--- config.mk ---
export PLATFORM = sky130hd
export DESIGN_NAME = n_way_race_ctrl
export DESIGN_NICKNAME = d
export VERILOG_FILES = /design/src/rtl/n_way_race_ctrl.sv
export SDC_FILE = /design/constraint.sdc
export NUM_CORES = 1
export LEC_CHECK = 0
export CAP_MARGIN = 0
export CORE_UTILIZATION = 46
export CTS_CLUSTER_DIAMETER = 120
export CTS_CLUSTER_SIZE = 24
export DETAILED_ROUTE_END_ITERATION = 7
export PLACE_DENSITY_LB_ADDON = 0.25
export SLEW_MARGIN = 5
export SYNTH_ARGS = -nofsm -noshare
export SYNTH_HDL_FRONTEND = slang
export SYNTH_SLANG_ARGS = --single-unit
--- constraint.sdc ---
create_clock -name clk -period 3.1 [get_ports clk]
set_clock_uncertainty 0.15 [all_clocks]
set_input_delay 0.62 -clock clk [delete_from_list [all_inputs] [get_ports clk]]
set_output_delay 0.62 -clock clk [all_outputs]
set_load 0.05 [all_outputs]
--- src/rtl/n_way_race_ctrl.sv ---
// Race controller: launches N_WAY workers, awaits the selected (or first) finisher,
// aborts the rest, then reports one result record over a valid/ready handshake.
module n_way_race_ctrl #(
  parameter int N_WAY   = 4,
  parameter int RES_W   = 16,
  parameter int TIMEOUT = 1024,
  parameter int IDW     = $clog2(N_WAY)
) (
  input  logic                   clk,
  input  logic                   rst_n,
  input  logic                   start_valid,
  output logic                   start_ready,
  input  logic                   await_any,
  input  logic [IDW-1:0]         await_idx,
  output logic [N_WAY-1:0]       launch,
  input  logic [N_WAY-1:0]       started,
  input  logic [N_WAY-1:0]       done,
  input  logic [N_WAY*RES_W-1:0] result,
  output logic [N_WAY-1:0]       kill,
  input  logic [N_WAY-1:0]       kill_ack,
  output logic                   out_valid,
  input  logic                   out_ready,
  output logic [IDW-1:0]         out_winner,
  output logic [RES_W-1:0]       out_result,
  output logic [N_WAY-1:0]       out_done_mask,
  output logic [N_WAY-1:0]       out_kill_mask,
  output logic [1:0]             out_status,
  output logic                   busy
);

  typedef enum logic [2:0] {
    S_IDLE, S_LAUNCH, S_WAIT_START, S_AWAIT, S_KILL, S_REPORT
  } state_t;

  localparam logic [1:0] ST_OK      = 2'd0;
  localparam logic [1:0] ST_TIMEOUT = 2'd1;
  localparam logic [1:0] ST_BAD_IDX = 2'd2;

  localparam int              CNT_W   = (TIMEOUT > 1) ? $clog2(TIMEOUT + 1) : 1;
  localparam logic [CNT_W-1:0] WD_LAST = (TIMEOUT > 0) ? CNT_W'(TIMEOUT - 1) : '0;

  state_t               state_q;
  logic                 await_any_q;
  logic [IDW-1:0]       await_idx_q;
  logic [N_WAY-1:0]     launch_q;
  logic [N_WAY-1:0]     kill_q;
  logic                 launched_q;
  logic [N_WAY-1:0]     started_seen_q, started_seen_d;
  logic [N_WAY-1:0]     done_seen_q,    done_seen_d;
  logic [N_WAY-1:0]     killed_seen_q,  killed_seen_d;
  logic                 have_win_q;
  logic [IDW-1:0]       win_q;
  logic [RES_W-1:0]     res_q;
  logic [1:0]           status_q;
  logic                 out_valid_q;
  logic [CNT_W-1:0]     wd_q;

  logic                 track;
  logic [N_WAY-1:0]     started_all;
  logic [N_WAY-1:0]     target_mask;
  logic [N_WAY-1:0]     qual;
  logic                 qual_hit;
  logic [IDW-1:0]       qual_idx;
  logic [RES_W-1:0]     qual_res;
  logic [N_WAY-1:0]     kill_next;
  logic                 wd_expire;

  function automatic logic [IDW-1:0] lowest_idx(input logic [N_WAY-1:0] v);
    lowest_idx = '0;
    for (int i = N_WAY - 1; i >= 0; i--) begin
      if (v[i]) lowest_idx = IDW'(i);
    end
  endfunction

  always_comb begin
    track       = (state_q == S_WAIT_START) || (state_q == S_AWAIT) || (state_q == S_KILL);
    started_all = started_seen_q | started | done;
    target_mask = '0;
    for (int i = 0; i < N_WAY; i++) begin
      target_mask[i] = (await_idx_q == IDW'(i));
    end

    // A worker already killed can no longer be credited with a normal finish.
    started_seen_d = track ? started_all : started_seen_q;
    done_seen_d    = track ? (done_seen_q | (done & ~killed_seen_q)) : done_seen_q;
    killed_seen_d  = (state_q == S_KILL) ? (killed_seen_q | (kill_ack & kill_q & ~done))
                                         : killed_seen_q;

    qual     = await_any_q ? done : (done & target_mask);
    qual_hit = (|qual) && !have_win_q &&
               ((state_q == S_WAIT_START) || (state_q == S_AWAIT));
    qual_idx = lowest_idx(qual);
    qual_res = '0;
    for (int i = 0; i < N_WAY; i++) begin
      if (qual_idx == IDW'(i)) qual_res = result[i*RES_W +: RES_W];
    end

    kill_next = ~done_seen_d & ~killed_seen_d & (started_seen_d | {N_WAY{launched_q}});
    wd_expire = (TIMEOUT != 0) && (wd_q == WD_LAST);
  end

  always_ff @(posedge clk) begin
    if (!rst_n) begin
      state_q        <= S_IDLE;
      await_any_q    <= 1'b0;
      await_idx_q    <= '0;
      launch_q       <= '0;
      kill_q         <= '0;
      launched_q     <= 1'b0;
      started_seen_q <= '0;
      done_seen_q    <= '0;
      killed_seen_q  <= '0;
      have_win_q     <= 1'b0;
      win_q          <= '0;
      res_q          <= '0;
      status_q       <= ST_OK;
      out_valid_q    <= 1'b0;
      wd_q           <= '0;
    end else begin
      started_seen_q <= started_seen_d;
      done_seen_q    <= done_seen_d;
      killed_seen_q  <= killed_seen_d;
      launch_q       <= '0;

      case (state_q)
        S_IDLE: begin
          if (start_valid) begin
            await_any_q    <= await_any;
            await_idx_q    <= await_idx;
            started_seen_q <= '0;
            done_seen_q    <= '0;
            killed_seen_q  <= '0;
            have_win_q     <= 1'b0;
            win_q          <= '0;
            res_q          <= '0;
            if (!await_any && (int'(await_idx) >= N_WAY)) begin
              launched_q  <= 1'b0;
              status_q    <= ST_BAD_IDX;
              out_valid_q <= 1'b1;
              state_q     <= S_REPORT;
            end else begin
              launched_q <= 1'b1;
              status_q   <= ST_OK;
              launch_q   <= '1;
              state_q    <= S_LAUNCH;
            end
          end
        end

        S_LAUNCH: begin
          wd_q    <= '0;
          state_q <= S_WAIT_START;
        end

        S_WAIT_START: begin
          // An early qualifying finish is remembered and honoured on AWAIT entry.
          if (qual_hit) begin
            have_win_q <= 1'b1;
            win_q      <= qual_idx;
            res_q      <= qual_res;
          end
          if (&started_all) begin
            wd_q    <= '0;
            state_q <= S_AWAIT;
          end else if (wd_expire) begin
            status_q <= ST_TIMEOUT;
            win_q    <= '0;
            res_q    <= '0;
            kill_q   <= kill_next;
            state_q  <= S_KILL;
          end else begin
            wd_q <= wd_q + CNT_W'(1);
          end
        end

        S_AWAIT: begin
          if (have_win_q || qual_hit) begin
            if (qual_hit) begin
              have_win_q <= 1'b1;
              win_q      <= qual_idx;
              res_q      <= qual_res;
            end
            kill_q  <= kill_next;
            state_q <= S_KILL;
          end else if (wd_expire) begin
            status_q <= ST_TIMEOUT;
            win_q    <= '0;
            res_q    <= '0;
            kill_q   <= kill_next;
            state_q  <= S_KILL;
          end else begin
            wd_q <= wd_q + CNT_W'(1);
          end
        end

        S_KILL: begin
          if (&(done_seen_d | killed_seen_d)) begin
            kill_q      <= '0;
            out_valid_q <= 1'b1;
            state_q     <= S_REPORT;
          end else begin
            kill_q <= kill_next;
          end
        end

        S_REPORT: begin
          if (out_ready) begin
            out_valid_q <= 1'b0;
            state_q     <= S_IDLE;
          end
        end

        default: state_q <= S_IDLE;
      endcase
    end
  end

  assign start_ready   = (state_q == S_IDLE);
  assign busy          = (state_q != S_IDLE);
  assign launch        = launch_q;
  assign kill          = kill_q;
  assign out_valid     = out_valid_q;
  assign out_winner    = win_q;
  assign out_result    = res_q;
  assign out_done_mask = done_seen_q;
  assign out_kill_mask = killed_seen_q;
  assign out_status    = status_q;

endmodule
==> flow_summary.rst <==
.. list-table::
   :header-rows: 1

   * - Metric
     - Value
   * - Nets
     - between 600 and 700
   * - VDD IR max
     - 328 uV
   * - Vias in the first global route
     - 3495
   * - Total area of multi-input combinational cells
     - 2090 um2
   * - Number of DRC markers in iteration 0
     - between 300 and 400
   * - Full die area
     - 7790 um2
   * - Clock tree from TritonCTS
     - built
   * - Outcome
     - completed
   * - Commonest cells after routing, fill and taps aside
     - clkdlybuf4s50_1, dfxtp_1, nor2_1
   * - Endpoint required time on the critical path
     - between 3 and 4 ns
   * - Number of buffers created by CTS
     - 5
   * - Routed wire per std cell
     - ~17 um
   * - Global placement routability congestion
     - between 0.9 and 1
   * - Finish-stage setup viols
     - 0
   * - Max Clock Freq
     - 0.349 GHz
   * - Total Power
     - about 2.4 mW
   * - Clock-pin slew on the worst setup and hold paths
     - 0.11 ns
   * - Number of maximum-capacitance violations
     - 0
   * - Internal power
     - ~1.4 mW
   * - Layout Utilization
     - approximately two thirds
   * - R2R Path End
     - out_result[6]$_SDFFE_PN0P_
   * - Largest net degree at the start of global routing
     - 20
   * - Kind of critical path
     - in -> reg
   * - Number of vias in the routed layout
     - 3890
   * - Warning count from the yosys run
     - 0
   * - R2R Setup Slk
     - roughly 0.42 ns
   * - Global-route wire length before repair
     - around 17000 um
   * - Largest driver fanout on the critical path
     - 15
   * - Relative contribution of combinational cells to total power
     - around 47%
   * - Pins Over Slew Limit
     - 0
   * - CTS Buffer Depth
     - 2
   * - Clock network fraction of total power
     - 18.0%
   * - Via count normalized by instance count
     - 5.90
   * - Wirelength, routed
     - roughly 11000 um
   * - Time the worst path needs with I/O delays and setup
     - about 2.9 ns
   * - Final global-route overflow total
     - 0
   * - Critical path, cell by cell
     - clkdlybuf4s50_1, buf_4, mux2_2, a21oi_1, o221a_2, a21oi_1, a211o_1, a31oi_1
   * - Static Leak
     - 1.66 nW
   * - Number of synthesized flops with an enable pin
     - 0
   * - Global Route Usage Sum
     - 28.2%
   * - Core Footprint
     - about 7200 um2
   * - Synth Flop Type
     - dfxtp_1
   * - Switching power total
     - slightly above 1 mW
   * - H-tree depth reported by CTS
     - 2
   * - Library cell occupying the most area in the post-synthesis netlist
     - dfxtp_1
   * - Number of synthesized register bits
     - 56
   * - Quantity of I/O buffers inserted on ports
     - 120
   * - Antenna cell count
     - 0
   * - Standard-cell row count
     - 31
   * - Starting density of the core
     - a little under half
   * - Sw frac
     - 42.6%
   * - Number of antenna violations at the first check in global routing
     - 0
   * - Hold Crit Start
     - out_result[9]$_SDFFE_PN0P_
   * - Reg2reg path depth
     - 7
   * - Critical Path Start
     - done[2]
   * - Iteration count of the initial detailed-routing pass
     - 5
   * - Destination of the critical timing path
     - out_result[13]$_SDFFE_PN0P_
   * - Number of failing hold endpoints at the final stage
     - 0
   * - Final routed DRC violation total
     - 0
   * - Final Cycle Share
     - just over 90%
   * - Setup TNS Final
     - 0 ns
   * - Clk sinks
     - 56
   * - Crit path capture type
     - register
   * - Seq/Total Area, Yosys
     - 32.8%
   * - Fraction of synthesized cell area taken by the top area cell type
     - about 33%
   * - Detailed-placement wirelength estimate
     - 8380 um
   * - Sequential standard cell area
     - roughly 1100 um2
   * - Die height
     - about 88 um
   * - Number of cells produced by synthesis
     - between 400 and 500
   * - Cells taking the most area after synthesis
     - dfxtp_1, o21ai_0, a21oi_1
   * - Clock latency at the later pin of the worst-skew pair
     - 0.31 ns
   * - Maximum cell stage delay along the critical path
     - a little under 0.6 ns
   * - Fraction of registers with async set or reset after synthesis
     - 0%
   * - CP dominant cell by count
     - a21oi_1
   * - Origin of the critical flop-to-flop path
     - state_q[1]$_SDFFE_PN0P_
   * - Hold/Removal Path Class
     - reg -> reg
   * - Layout-stage area growth over the synthesis result
     - 41.9%
   * - Hold-fix buffers at CTS
     - 0
   * - Post-synth cell types
     - between 60 and 70
   * - CP startpoint kind
     - input port
   * - Per-instance average area after synthesis
     - between 7 and 8 um2
   * - Proportion of layout cells with a drive suffix above 1
     - approximately a tenth
   * - Unrepaired setup endpoints after global routing
     - no
   * - Flop pwr share
     - 35.3%
   * - Die Width
     - just under 90 um
   * - # fillers
     - roughly 640
   * - Nets in the synthesized netlist
     - ~530
   * - Arrival time of data at the critical path endpoint
     - approximately 3 ns
   * - Worst-Margin Slew
     - 0.542 ns
   * - Slew Limit Headroom
     - 63.7%
   * - Hold Worst Slack
     - approximately 0.32 ns
   * - IO Pins
     - ~120
   * - Areal power density over the cells
     - between 400 and 500 nW/um2
   * - Remaining antenna violation count
     - 0
   * - Most common library cell in the layout ignoring fill and taps
     - clkdlybuf4s50_1
   * - Buffer type at the clock tree root
     - clkbuf_8
   * - Standard cell with the maximum stage delay on the critical path
     - clkdlybuf4s50_1
   * - Combined area of all synthesized cells
     - about 3400 um2
==> routing by layer <==
metal	share of wire (%)	global-route usage, %	vias to the layer above
li1	-	-	1881
met1	43	37.4	1791
met2	46	47.3	197
met3	8.9	5.78	21
met4	1.6	6.16	0
met5	0	0	-
==> how the worst min path moves through the flow <==
stage	to	slack, ns	depth (start not counted)
after floorplan	started_seen_q[3]$_SDFF_PN0_	0.29	2
after global placement	out_result[9]$_SDFFE_PN0P_	0.30	2
after detailed placement	out_result[9]$_SDFFE_PN0P_	0.30	2
after CTS	out_result[9]$_SDFFE_PN0P_	0.32	2
after global routing	out_result[9]$_SDFFE_PN0P_	0.37	2
final	out_result[9]$_SDFFE_PN0P_	0.32	2
==> per-stage QoR <==
| stage | std cells | area [um2] | worst slack [ns] |
|---|---|---|---|
| floorplan | 442 | 3430 | 0.536 |
| global placement | 651 | 4760 | -0.00584 |
| detailed placement | 651 | 4760 | -0.116 |
| CTS | 659 | 4850 | 0.217 |
| global route | 659 | 4860 | 0.122 |
| finish | 659 | 4860 | 0.232 |
==> power by group through the flow <==
| stage | Sequential, mW | Combinational (mW) | Clock, mW |
|---|---|---|---|
| after detailed placement | 0.868 | 1.11 | 0 |
| after global routing | 0.865 | 1.22 | 0.470 |
| after floorplan | 0.913 | 0.685 | 0 |
| after CTS | 0.852 | 1.11 | 0.439 |
| final | 0.854 | 1.13 | 0.436 |
| after global placement | 0.867 | 1.09 | 0 |
==> cells in the mapped netlist (7+ instances only) <==
library cell / number
dfxtp_1: 56
nor2_1: 44
o21ai_0: 41
a21oi_1: 40
nand2_1: 27
a31oi_1: 23
nand3_1: 23
o21a_1: 17
a211o_1: 15
buf_2: 14
nor3_1: 13
clkbuf_1: 11
inv_1: 11
or2_2: 7
==> timing repair <==
item,4_1_cts,5_1_grt
endpoints found under the setup margin,0,4
gates resized for setup,0,1
hold endpoints to repair,0,0
buffers inserted,0,0
==> state kept, by name (all words and copies together) (netlist names), 2 cells and up <==
signal	flops
out_winner	2
wd_q	11
state_q	3
await_idx_q	2
started_seen_q	4
kill	4
out_done_mask	4
out_kill_mask	4
out_result	16
==> worst max-delay path: cells and delay by family <==
kind,cells,cell delay (ns)
mux,1,0.26
buf+inv,2,0.84
compound gates,5,1.24
==> kinds of logic after synthesis <==
logic type | after synthesis | share of synthesized area (%)
DFF | 56 | 32.8
AOI/OAI and AO/OA | 182 | 36.4
xor gates and xnor gates | 3 | 0.768
adders and majority gates | 1 | 0.366
and+or+nand+nor | 150 | 22.0
muxes | 4 | 1.21
other | 1 | 0.110
buffers and inverters | 45 | 6.36
==> area by class of cell <==
| type | instances | area share, % |
|---|---|---|
| clock buffer | 5 | 1.42 |
| clock inverter | 3 | 0.567 |
| inverter | 11 | 0.850 |
| multi-input combinational | 341 | 43.1 |
| sequential | 56 | 23.1 |
| tap | 99 | 2.55 |
| timing repair buffer | 144 | 28.4 |
Note: power is estimated with default switching activity, not from simulation.
